[src/rtl/mmips_hazard_pkg.sv]
// Shared encodings and instruction layout for the mMips hazard/forwarding unit.
package mmips_hazard_pkg;

    typedef enum logic [1:0] {
        ST_RUN     = 2'd0,
        ST_LDSTALL = 2'd1,
        ST_BRSTALL = 2'd2
    } state_e;

    typedef enum logic [1:0] {
        FWD_RF    = 2'd0,
        FWD_EXMEM = 2'd1,
        FWD_MEMWB = 2'd2
    } fwd_e;

    localparam logic [5:0] OP_BEQ = 6'b000100;
    localparam logic [5:0] OP_BNE = 6'b000101;

    typedef struct packed {
        logic [5:0]  opcode;
        logic [4:0]  rs;
        logic [4:0]  rt;
        logic [15:0] low;
    } instr_t;

    function automatic logic is_cond_branch(input logic [5:0] op);
        return (op == OP_BEQ) || (op == OP_BNE);
    endfunction

endpackage

[src/rtl/hazard_fwd_unit_if.sv]
// ID-stage hazard bus: pipeline status in, stall/forward controls out.
interface hazard_fwd_unit_if #(
    parameter int unsigned REG_AW = 5
);
    logic              enable;
    logic              dmem_wait;
    logic              imem_wait;
    logic [31:0]       instr;
    logic [1:0]        branch_op_id;
    logic              idex_regwrite;
    logic              idex_memread;
    logic [REG_AW-1:0] idex_wreg;
    logic              exmem_regwrite;
    logic [REG_AW-1:0] exmem_wreg;
    logic              memwb_regwrite;
    logic [REG_AW-1:0] memwb_wreg;

    logic              pc_write;
    logic              ifid_write;
    logic              bubble;
    logic              pipe_en;
    logic              imem_en;
    logic [1:0]        fwd_a;
    logic [1:0]        fwd_b;
    logic [1:0]        stall_state;

    modport master (
        output enable, dmem_wait, imem_wait, instr, branch_op_id,
               idex_regwrite, idex_memread, idex_wreg,
               exmem_regwrite, exmem_wreg, memwb_regwrite, memwb_wreg,
        input  pc_write, ifid_write, bubble, pipe_en, imem_en,
               fwd_a, fwd_b, stall_state
    );

    modport slave (
        input  enable, dmem_wait, imem_wait, instr, branch_op_id,
               idex_regwrite, idex_memread, idex_wreg,
               exmem_regwrite, exmem_wreg, memwb_regwrite, memwb_wreg,
        output pc_write, ifid_write, bubble, pipe_en, imem_en,
               fwd_a, fwd_b, stall_state
    );
endinterface

[src/rtl/fwd_sel.sv]
// Operand forwarding select for one source register; EX/MEM wins over MEM/WB.
module fwd_sel
    import mmips_hazard_pkg::*;
#(
    parameter int unsigned REG_AW = 5
) (
    input  logic [REG_AW-1:0] src,
    input  logic              exmem_regwrite,
    input  logic [REG_AW-1:0] exmem_wreg,
    input  logic              memwb_regwrite,
    input  logic [REG_AW-1:0] memwb_wreg,
    output logic [1:0]        sel
);

    // r0 is hardwired zero, so it is never forwarded
    always_comb begin
        sel = FWD_RF;
        if (src != '0) begin
            if (exmem_regwrite && (exmem_wreg == src)) begin
                sel = FWD_EXMEM;
            end else if (memwb_regwrite && (memwb_wreg == src)) begin
                sel = FWD_MEMWB;
            end
        end
    end

endmodule

[src/rtl/hazard_fwd_unit.sv]
// mMips hazard detection and forwarding control: load-use and branch bubbles
// via a counted stall FSM, plus combinational operand forwarding selects.
module hazard_fwd_unit
    import mmips_hazard_pkg::*;
#(
    parameter int unsigned REG_AW            = 5,
    parameter int unsigned LOAD_STALL_CYCLES = 1,
    parameter int unsigned BRANCH_BUBBLES    = 1,
    parameter int unsigned CNT_W             = 3
) (
    input  logic             clk,
    input  logic             rst,
    hazard_fwd_unit_if.slave bus
);

    state_e             state_q, state_d;
    logic [CNT_W-1:0]   cnt_q, cnt_d;

    instr_t             ins;
    logic [REG_AW-1:0]  rs;
    logic [REG_AW-1:0]  rt;
    logic               br;
    logic               lu;
    logic               hold;
    logic               run_br;
    logic               run_ld;
    logic               br_path;
    logic               ld_path;
    logic               last_br;
    logic [1:0]         fwd_a_sel;
    logic [1:0]         fwd_b_sel;
    logic               unused_instr_low;

    assign ins              = bus.instr;
    assign rs               = REG_AW'(ins.rs);
    assign rt               = REG_AW'(ins.rt);
    assign unused_instr_low = ^ins.low;

    assign br   = (bus.branch_op_id != 2'b00);
    assign lu   = bus.idex_regwrite && bus.idex_memread && (bus.idex_wreg != '0) &&
                  ((bus.idex_wreg == rs) || (bus.idex_wreg == rt));
    assign hold = !bus.enable || bus.dmem_wait || bus.imem_wait;

    // Branch detection outranks a simultaneous load-use hit
    assign run_br  = (state_q == ST_RUN) && br;
    assign run_ld  = (state_q == ST_RUN) && !br && lu;
    assign br_path = run_br || (state_q == ST_BRSTALL);
    assign ld_path = run_ld || (state_q == ST_LDSTALL);
    assign last_br = ((state_q == ST_BRSTALL) && (cnt_q == '0)) ||
                     (run_br && (BRANCH_BUBBLES == 1));

    fwd_sel #(.REG_AW(REG_AW)) u_fwd_a (
        .src            (rs),
        .exmem_regwrite (bus.exmem_regwrite),
        .exmem_wreg     (bus.exmem_wreg),
        .memwb_regwrite (bus.memwb_regwrite),
        .memwb_wreg     (bus.memwb_wreg),
        .sel            (fwd_a_sel)
    );

    fwd_sel #(.REG_AW(REG_AW)) u_fwd_b (
        .src            (rt),
        .exmem_regwrite (bus.exmem_regwrite),
        .exmem_wreg     (bus.exmem_wreg),
        .memwb_regwrite (bus.memwb_regwrite),
        .memwb_wreg     (bus.memwb_wreg),
        .sel            (fwd_b_sel)
    );

    // Stall sequencing; a running count is never re-armed until back in RUN
    always_comb begin
        state_d = state_q;
        cnt_d   = cnt_q;
        if (!hold) begin
            case (state_q)
                ST_RUN: begin
                    if (br) begin
                        state_d = ST_BRSTALL;
                        cnt_d   = CNT_W'(BRANCH_BUBBLES - 1);
                    end else if (lu) begin
                        state_d = ST_LDSTALL;
                        cnt_d   = CNT_W'(LOAD_STALL_CYCLES - 1);
                    end
                end
                ST_LDSTALL, ST_BRSTALL: begin
                    if (cnt_q == '0) begin
                        state_d = ST_RUN;
                    end else begin
                        cnt_d = cnt_q - CNT_W'(1);
                    end
                end
                default: begin
                    state_d = ST_RUN;
                    cnt_d   = '0;
                end
            endcase
        end
    end

    always_ff @(posedge clk) begin
        if (rst) begin
            state_q <= ST_RUN;
            cnt_q   <= '0;
        end else begin
            state_q <= state_d;
            cnt_q   <= cnt_d;
        end
    end

    // Pipeline control decode: disable > memory freeze > hazard bubble > normal flow
    always_comb begin
        bus.pc_write   = 1'b0;
        bus.ifid_write = 1'b0;
        bus.bubble     = 1'b0;
        bus.pipe_en    = 1'b0;
        bus.imem_en    = 1'b0;
        bus.fwd_a      = 2'b00;
        bus.fwd_b      = 2'b00;
        if (!rst) begin
            bus.fwd_a = fwd_a_sel;
            bus.fwd_b = fwd_b_sel;
            if (bus.enable) begin
                if (bus.dmem_wait || bus.imem_wait) begin
                    bus.imem_en = !bus.dmem_wait;
                end else if (br_path || ld_path) begin
                    bus.pipe_en = 1'b1;
                    bus.bubble  = 1'b1;
                    if (br_path && last_br) begin
                        bus.pc_write = 1'b1;
                        bus.imem_en  = 1'b1;
                    end
                end else begin
                    bus.pipe_en    = 1'b1;
                    bus.ifid_write = 1'b1;
                    bus.pc_write   = !is_cond_branch(ins.opcode);
                    bus.imem_en    = !is_cond_branch(ins.opcode);
                end
            end
        end
    end

    assign bus.stall_state = state_q;

endmodule
[src/flat_wrapper.sv]
// flat-port wrapper written by rule: the top's interface ports become plain ports
module hazard_fwd_unit_flat import mmips_hazard_pkg::*;
#(
    parameter int unsigned REG_AW            = 5,
    parameter int unsigned LOAD_STALL_CYCLES = 1,
    parameter int unsigned BRANCH_BUBBLES    = 1,
    parameter int unsigned CNT_W             = 3
)
  (clk, rst, bus_enable, bus_dmem_wait, bus_imem_wait, bus_instr, bus_branch_op_id, bus_idex_regwrite, bus_idex_memread, bus_idex_wreg, bus_exmem_regwrite, bus_exmem_wreg, bus_memwb_regwrite, bus_memwb_wreg, bus_pc_write, bus_ifid_write, bus_bubble, bus_pipe_en, bus_imem_en, bus_fwd_a, bus_fwd_b, bus_stall_state);
  hazard_fwd_unit_if #(.REG_AW(REG_AW)) bus_i ();
  input  logic clk;
  input  logic rst;
  input wire logic [$bits(bus_i.enable)-1:0] bus_enable;
  input wire logic [$bits(bus_i.dmem_wait)-1:0] bus_dmem_wait;
  input wire logic [$bits(bus_i.imem_wait)-1:0] bus_imem_wait;
  input wire logic [$bits(bus_i.instr)-1:0] bus_instr;
  input wire logic [$bits(bus_i.branch_op_id)-1:0] bus_branch_op_id;
  input wire logic [$bits(bus_i.idex_regwrite)-1:0] bus_idex_regwrite;
  input wire logic [$bits(bus_i.idex_memread)-1:0] bus_idex_memread;
  input wire logic [$bits(bus_i.idex_wreg)-1:0] bus_idex_wreg;
  input wire logic [$bits(bus_i.exmem_regwrite)-1:0] bus_exmem_regwrite;
  input wire logic [$bits(bus_i.exmem_wreg)-1:0] bus_exmem_wreg;
  input wire logic [$bits(bus_i.memwb_regwrite)-1:0] bus_memwb_regwrite;
  input wire logic [$bits(bus_i.memwb_wreg)-1:0] bus_memwb_wreg;
  output wire logic [$bits(bus_i.pc_write)-1:0] bus_pc_write;
  output wire logic [$bits(bus_i.ifid_write)-1:0] bus_ifid_write;
  output wire logic [$bits(bus_i.bubble)-1:0] bus_bubble;
  output wire logic [$bits(bus_i.pipe_en)-1:0] bus_pipe_en;
  output wire logic [$bits(bus_i.imem_en)-1:0] bus_imem_en;
  output wire logic [$bits(bus_i.fwd_a)-1:0] bus_fwd_a;
  output wire logic [$bits(bus_i.fwd_b)-1:0] bus_fwd_b;
  output wire logic [$bits(bus_i.stall_state)-1:0] bus_stall_state;
  assign bus_i.enable = bus_enable;
  assign bus_i.dmem_wait = bus_dmem_wait;
  assign bus_i.imem_wait = bus_imem_wait;
  assign bus_i.instr = bus_instr;
  assign bus_i.branch_op_id = bus_branch_op_id;
  assign bus_i.idex_regwrite = bus_idex_regwrite;
  assign bus_i.idex_memread = bus_idex_memread;
  assign bus_i.idex_wreg = bus_idex_wreg;
  assign bus_i.exmem_regwrite = bus_exmem_regwrite;
  assign bus_i.exmem_wreg = bus_exmem_wreg;
  assign bus_i.memwb_regwrite = bus_memwb_regwrite;
  assign bus_i.memwb_wreg = bus_memwb_wreg;
  assign bus_pc_write = bus_i.pc_write;
  assign bus_ifid_write = bus_i.ifid_write;
  assign bus_bubble = bus_i.bubble;
  assign bus_pipe_en = bus_i.pipe_en;
  assign bus_imem_en = bus_i.imem_en;
  assign bus_fwd_a = bus_i.fwd_a;
  assign bus_fwd_b = bus_i.fwd_b;
  assign bus_stall_state = bus_i.stall_state;
  hazard_fwd_unit #(.REG_AW(REG_AW), .LOAD_STALL_CYCLES(LOAD_STALL_CYCLES), .BRANCH_BUBBLES(BRANCH_BUBBLES), .CNT_W(CNT_W)) u_core (.clk(clk), .rst(rst), .bus(bus_i));
endmodule
[config.mk]
export PLATFORM = sky130hd
export DESIGN_NAME = hazard_fwd_unit_flat
export DESIGN_NICKNAME = d
export VERILOG_FILES = /design/src/rtl/mmips_hazard_pkg.sv /design/src/rtl/hazard_fwd_unit_if.sv /design/src/rtl/fwd_sel.sv /design/src/rtl/hazard_fwd_unit.sv /design/src/flat_wrapper.sv
export SDC_FILE = /design/constraint.sdc
export NUM_CORES = 1
export LEC_CHECK = 0
export CAP_MARGIN = 20
export CORE_UTILIZATION = 33
export CTS_CLUSTER_DIAMETER = 120
export DETAILED_ROUTE_END_ITERATION = 8
export PLACE_DENSITY = 0.78
export SYNTH_ARGS = -nofsm -noshare
export SYNTH_HDL_FRONTEND = slang
export SYNTH_SLANG_ARGS = --single-unit
[constraint.sdc]
create_clock -name clk -period 4.1 [get_ports clk]
set_input_delay 1.23 -clock clk [delete_from_list [all_inputs] [get_ports clk]]
set_output_delay 1.23 -clock clk [all_outputs]
set_load 0.01 [all_outputs]
==> results of run 1 <==
[repair_timing]
| action | CTS | global route |
|---|---|---|
| hold endpoints to repair | 0 | 0 |
| resized for setup | 44 | 14 |
| hold buffers | 0 | 0 |
| pin swaps | 14 | 9 |
| endpoints found under the setup margin | 8 | 9 |
| buffers inserted | 2 | 0 |
[layout make-up]
type	count	area (um^2)	share of cell area [%]
Sequential cell	5	100	6.08
Inverter	9	33.8	2.05
Multi-Input combinational cell	104	791	48.0
Tap cell	30	37.5	2.28
Timing Repair Buffer	77	658	40.0
Clock buffer	4	26.3	1.60
[flip-flops by register name (all words and copies together) (netlist names)]
register and count:
u_core.bus.stall_state 2, u_core.cnt_q 3
[worst min path at each step]
| stage | start | to | slack [ps] | cells past startpoint |
|---|---|---|---|---|
| floorplan | u_core.cnt_q[0] | u_core.cnt_q[0] | 420 | 1 |
| global placement | u_core.cnt_q[0] | u_core.cnt_q[0] | 440 | 1 |
| detailed placement | u_core.cnt_q[0] | u_core.cnt_q[0] | 460 | 1 |
| CTS | u_core.cnt_q[0] | u_core.cnt_q[0] | 470 | 1 |
| global route | u_core.cnt_q[0] | u_core.cnt_q[0] | 510 | 1 |
| finish | u_core.cnt_q[0] | u_core.cnt_q[0] | 480 | 1 |
[power by group through the flow]
stage                     Combinational [W]  Sequential [W]  Clock [W]
after floorplan                   0.0000503       0.0000532          0
after global placement             0.000129       0.0000528          0
after detailed placement           0.000133       0.0000529          0
after CTS                          0.000130       0.0000520  0.0000580
after global routing               0.000143       0.0000523  0.0000643
final                              0.000133       0.0000520  0.0000574
[cells by family (layout without fill, tap and decap cells)]
family / Yosys count / count (layout) / share of synthesized area [%]
compound gates: 23 / 23 / 19.7
flops: 5 / 5 / 11.3
simple gates: 48 / 48 / 30.1
xor+xnor: 28 / 28 / 27.6
buf+inv: 10 / 90 / 4.22
fa+ha+maj: 5 / 5 / 7.04
[cell usage in the layout (no fill, tap or decap), types with 5 or more instances in the layout]
cell                              instances
sky130_fd_sc_hd__clkdlybuf4s50_1         28
sky130_fd_sc_hd__xor2_1                  26
sky130_fd_sc_hd__buf_4                   26
sky130_fd_sc_hd__dlygate4sd2_1           10
sky130_fd_sc_hd__inv_1                    9
sky130_fd_sc_hd__nor2_1                   8
sky130_fd_sc_hd__nand3_1                  5
sky130_fd_sc_hd__nand2b_1                 5
sky130_fd_sc_hd__ha_1                     5
sky130_fd_sc_hd__buf_2                    5
sky130_fd_sc_hd__dfxtp_1                  5
[routing by layer]
layer / global-route usage [%] / up-vias
li1: - / 588
met1: 23.0 / 540
met2: 44.0 / 51
met3: 4.52 / 0
met4: 1.75 / 0
met5: 0 / -
[through the flow]
step / util, % / setup slack, ps / hold slack [ps] / power [W]
after global routing: 65.9 / -5.21 / 512 / 0.000260
after floorplan: - / 444 / 424 / 0.000103
after global placement: 64.5 / -552 / 435 / 0.000182
after detailed placement: 64.5 / -599 / 462 / 0.000186
final: 65.9 / 53.9 / 477 / 0.000242
after CTS: 65.2 / 2.18 / 471 / 0.000240
==> metrics.txt, run 1 <==
CTS Root Buffer Type=sky130_fd_sc_hd__clkbuf_4; count of port buffers added during placement=51; Detailed Routing Iterations Pass 1=4; total wire length after detailed routing=2.91 mm; final setup vio count=0; number of max-cap violations=0; Post-synth top flop=sky130_fd_sc_hd__dfxtp_1; register area share after synthesis=11.3%; Starting Density=35.5%; initial antenna violation count=0; CTS sink count=5; launch point of the worst path=bus_instr[19]; crit path launch type=input pin; filler cell count=207; clock period minus final worst setup slack=4050 ps; Highest Signal Layer=met3; # diodes=0; final estimated routing congestion in global placement=0.843; Non-Filler Cell Area, Final=1650 um^2; area growth from synthesis to final layout=85.4%; CTS max path bufs=2; Critical Path AT=2820 ps; Post-synth EDFFs=0; count of boundary I/O pins=69; total vias in the final route=1179; worst max-slew margin expressed relative to the limit=74.0%; ratio of total power to cell area=147 nW/um^2; detailed placer's ending HPWL=2.49 mm; sum of overflow across all layers after global routing=0; detailed-route wire length on metal 1=1.22 mm; Hold Crit Class=reg -> reg; share of final-layout standard cells stronger than drive strength 1=26.1%; CTS tree=yes; reported leakage power=0.738 nW; synth top area cells=sky130_fd_sc_hd__xor2_1 26%, sky130_fd_sc_hd__dfxtp_1 11%, sky130_fd_sc_hd__ha_1 7.0%; leading area contributor after synthesis=sky130_fd_sc_hd__xor2_1; kind of cell with the highest combined delay on the critical path=simple AND/OR/NAND/NOR gates; std cell rows=18; Horiz. Die Dim=53.9 um; Peak supply drop=152 uV; Final Max Slew Viols=0; insertion delay to the later sink of the worst-skew pair=240 ps; flop and latch count out of synthesis=5; kind of capture point of the worst setup path=primary output; DRC errors left=0; max frequency=247 MHz; Worst path slowest cell=sky130_fd_sc_hd__or4_1; Net Sw Power=0.0000812 W; post-synth net total=182; synth cell count leaders=26 x sky130_fd_sc_hd__xor2_1, 11 x sky130_fd_sc_hd__nor2_1, 9 x sky130_fd_sc_hd__inv_1; post-DR vias/cell=5.15; most common cell in the synthesized netlist=sky130_fd_sc_hd__xor2_1; internal power summed over all cells=0.000161 W; critical path's largest stage delay=550 ps; highest net fanout along the worst path=3; run status=finished clean; length of routed met2 wiring=1.51 mm; die outline area=2900 um^2; count of distinct cell types in the synthesized netlist=37; average wire per standard cell=12.7 um; post-synth top area share=25.6%; slew of the pin with the lowest slew margin=386 ps; number of warnings issued by yosys=0; Sum Neg Setup Slack=0 ps; post-CTS clock slew at the launch and capture registers of the worst setup and hold paths=40 ps; setup clock skew after layout=2.35 ps; launch instance of the worst register-to-register path=u_core.bus.stall_state[0]; r2r worst-path depth=5; switching part of the total=33.5%; critical path class=in -> out; number of instances in the synthesized netlist=119; mean area per synthesized cell=7.47 um^2; Cell Chain, Critical Path=dlygate4sd2_1, xor2_1, nor3_2, a22oi_2, or4_1, o211ai_2, a211oi_2, buf_2; post-route insts no fill=229; GR Util All Layers=21.7%; internal reg-to-reg setup slack=2620 ps; part of the power in combinational logic=54.8%; Critical Path Stages=8; largest net degree at the start of global routing=9; cell area after synthesis=888 um^2; timing endpoint of the critical path=bus_imem_en; # placed instances=223; FF-to-FF End=u_core.bus.stall_state[0]; number of buffers inserted during clock tree synthesis=3; Final nets=263; share of async-settable or async-resettable flops after synthesis=0%; buffers plus inverters on the worst setup path=2; Clk network pwr share=23.7%; H-tree depth=1; height of the chip=53.9 um; global-route wire length before repair=4.62 mm; CORE AREA=2500 um^2; met3 WL=191 um; fraction of power consumed by sequential logic=21.5%; number of global-route vias before repair=1175; worst path required time=2870 ps; portion of the clock cycle consumed by the worst path in the final layout=98.7%; number of antenna-violating nets in the routed design=0; Detailed Route Iter0 Violations=18; post-placement cell area=1610 um^2; final hold vios=0
No activity file was read; power rests on OpenSTA's default activity.
==> run 2: changes to the inputs <==
Settings changed: ABC_AREA set to 1, CORE_UTILIZATION 33 to 34, MAX_ROUTING_LAYER set to met4.
==> run 2 against run 1 <==
  * Count of clock-buffer cells in the layout did not move
  * Design area rose by 4.8%
  * Hold slack worse by 20 ps
  * Non-clock buffer count fell by 1
  * Sequential power is 3% lower
  * Total power decreased by 2.2%
==> metrics.txt, run 2 <==
count of boundary I/O pins=69 (unchanged); max frequency=252 MHz (+1.8%); worst max-slew margin expressed relative to the limit=77.5% (+3.5 points); height of the chip=54.3 um (+0.69%); count of port buffers added during placement=51 (unchanged); Hold Crit Class=reg -> reg; synth top area cells=sky130_fd_sc_hd__nand2_1 16%, sky130_fd_sc_hd__inv_1 13%, sky130_fd_sc_hd__dfxtp_1 11%; CTS sink count=5 (unchanged); Sum Neg Setup Slack=0 ps (unchanged); number of hold buffers added after cts=0 (unchanged); area growth from synthesis to final layout=85.8%; area fraction in and, or, nand and nor cells after synthesis=44.1% (+14 points); clock period minus final worst setup slack=3970 ps (-72.5 ps); setup clock skew after layout=2.23 ps (-0.118 ps); portion of the clock cycle consumed by the worst path in the final layout=96.9% (-1.8 points); ratio of total power to cell area=137 nW/um^2 (-6.6%); insertion delay to the later sink of the worst-skew pair=240 ps (about the same); CTS tree=yes; DRC errors left=0 (unchanged); Detailed Routing Iterations Pass 1=4 (unchanged); compound-gate portion of the synthesized area=16.4% (-3.3 points); Peak supply drop=247 uV (+63%); Post-synth top flop=sky130_fd_sc_hd__dfxtp_1; number of max-cap violations=0 (unchanged); std cell rows=18 (unchanged); number of antenna-violating nets in the routed design=0 (unchanged); run status=finished clean; commonest cells after routing, fill and taps aside=39 x sky130_fd_sc_hd__nand2_1, 31 x sky130_fd_sc_hd__clkdlybuf4s50_1, 30 x sky130_fd_sc_hd__inv_1; H-tree depth=1 (unchanged); slew of the pin with the lowest slew margin=335 ps (-50.3 ps); Starting Density=36.8% (+1.3 points); detailed placer's ending HPWL=2.59 mm (+3.8%); Place WS=-289 ps (+310 ps); die outline area=2940 um^2 (+1.4%); leading cell type in the layout, fill and taps excluded=sky130_fd_sc_hd__nand2_1; flip-flop count of the largest register, all copies and words added=3 (unchanged); Post-synth EDFFs=0 (unchanged); sum of overflow across all layers after global routing=0 (unchanged); reported leakage power=0.905 nW (+23%); largest family of logic cells by synthesized area=simple AND/OR/NAND/NOR gates; final hold vios=0 (unchanged); most common cell in the synthesized netlist=sky130_fd_sc_hd__nand2_1; # diodes=0 (unchanged); mean area per synthesized cell=5.43 um^2 (-27%); synth cell count leaders=40 x sky130_fd_sc_hd__nand2_1, 32 x sky130_fd_sc_hd__inv_1, 21 x sky130_fd_sc_hd__nor2_1, 12 x sky130_fd_sc_hd__nand3_1, 9 x sky130_fd_sc_hd__a21oi_1; number of warnings issued by yosys=0 (unchanged); number of global-route vias before repair=1187 (+1.0%); final core occ=68.4% (+2.5 points); GR Util All Layers=22.9% (+1.3 points); worst path required time=2870 ps (about the same); Final nets=314 (+19%); leading area contributor after synthesis=sky130_fd_sc_hd__nand2_1; post-synth top area share=16.2% (-9.5 points); CTS Root Buffer Type=sky130_fd_sc_hd__clkbuf_4; Final Max Slew Viols=0 (unchanged); count of distinct cell types in the synthesized netlist=27 (-27%); total vias in the final route=1360 (+15%); critical path class=in -> out; initial antenna violation count=0 (unchanged); filler cell count=221 (+6.8%); Detailed Route Iter0 Violations=46 (+28); flop and latch count out of synthesis=5 (unchanged); CORE AREA=2520 um^2 (+0.90%); final setup vio count=0 (unchanged); adder and majority cell fraction of the synthesized area=6.74% (-0.30 points); CTS max path bufs=2 (unchanged); average wire per standard cell=11.3 um (-11%); largest register by flop count=u_core.cnt_q; mux cell area share after synthesis=0% (unchanged); register area share after synthesis=10.8% (-0.49 points); largest net degree at the start of global routing=9 (unchanged); kind of capture point of the worst setup path=primary output; Horiz. Die Dim=54.3 um (+0.69%); xor and xnor fraction of the mapped netlist area=6.60% (-21 points); share of async-settable or async-resettable flops after synthesis=0% (unchanged); cell area after synthesis=928 um^2 (+4.5%); number of buffers inserted during clock tree synthesis=3 (unchanged); number of instances in the synthesized netlist=171 (+44%); post-synth net total=234 (+29%); total wire length after detailed routing=3.17 mm (+8.8%); Critical Path AT=2740 ps (-80 ps); post-CTS clock slew at the launch and capture registers of the worst setup and hold paths=40 ps (about the same); share of final-layout standard cells stronger than drive strength 1=19.2% (-6.9 points); post-DR vias/cell=4.86 (-5.7%); highest net fanout along the worst path=4 (+1); final estimated routing congestion in global placement=0.841 (-0.28%); crit path launch type=input pin; final critical-path setup slack=126 ps (+72.5 ps); global-route wire length before repair=4.89 mm (+6.0%); setup repair after global routing missed its margin=no
run 2: cell types whose count changed after synthesis, sizes merged, moves of 5 or more:
| cell | delta |
|---|---|
| xor2 | -21 |
| nand2b | -5 |
| a21oi | +6 |
| nor2 | +9 |
| nand2 | +39 |
| inv | +27 |
| nand3 | +7 |
run 2: logic make-up (layout without fill, tap and decap cells):
| group | count (synthesis) | after routing |
|---|---|---|
| DFF | 5 | 5 |
| adders and majority gates | 5 | 5 |
| and+or+nand+nor | 92 | 92 |
| xor gates and xnor gates | 7 | 7 |
| AOI/OAI and AO/OA | 24 | 24 |
| buffers and inverters | 38 | 117 |
run 2: worst max-delay path, stage by stage:
cell and delay [ps]:
sky130_fd_sc_hd__clkdlybuf4s50_1 450, sky130_fd_sc_hd__inv_1 70, sky130_fd_sc_hd__nand2_1 60, sky130_fd_sc_hd__o21ai_0 90
sky130_fd_sc_hd__nor2_1 110, sky130_fd_sc_hd__nand2_1 100, sky130_fd_sc_hd__nor4_4 150, sky130_fd_sc_hd__nor3b_2 210
sky130_fd_sc_hd__dlygate4sd2_1 280
run 2: cell type report:
class | count | area [um^2] | area share, %
Timing Repair Buffer | 76 | 688 | 39.9
Clock buffer | 4 | 26.3 | 1.52
Sequential cell | 5 | 100 | 5.80
Tap cell | 30 | 37.5 | 2.18
Inverter | 37 | 139 | 8.05
Multi-Input combinational cell | 128 | 734 | 42.6
run 2: power by group:
part           total [W]  internal (W)  switching (W)
Sequential     0.0000504     0.0000496    0.000000792
Clock          0.0000563     0.0000368      0.0000196
Combinational   0.000130     0.0000705      0.0000598
run 2: through the flow:
step	total power [W]	instance area [um^2]	instances	hold slack [ps]
finish	0.000237	1730	280	458
floorplan	0.0000994	928	171	441
global route	0.000257	1730	280	495
global placement	0.000178	1650	275	450
CTS	0.000234	1680	279	462
detailed placement	0.000179	1650	275	454
run 2: layer usage:
layer	share of wire, %	vias to the layer above	GRT usage (%)
met5	0	-	-
met3	7.3	2	0.833
li1	-	717	-
met2	44	48	39.0
met1	48	593	30.9
met4	0.44	0	2.56
run 2: what timing repair did:
action                     in CTS  in global routing
setup endpoints to repair       8                  6
pin swaps                       0                  1
gates resized for setup        19                 14
buffers inserted                0                  1
run 2: worst paths after layout:
kind                                   from                   endpoint  slack (ps)  depth (start not counted)
setup / recovery          bus_exmem_wreg[0]               bus_fwd_a[0]         130                          9
hold / removal              u_core.cnt_q[1]            u_core.cnt_q[1]         460                          2
setup reg to reg  u_core.bus.stall_state[0]  u_core.bus.stall_state[1]        2620                          9
hold reg to reg             u_core.cnt_q[1]            u_core.cnt_q[1]         460                          2
==> run 3: changes to the inputs <==
Settings changed: HOLD_SLACK_MARGIN set to 0.06.
==> results of run 3 <==
Same layout as run 2: the final DEF is identical, and so are final timing and power.
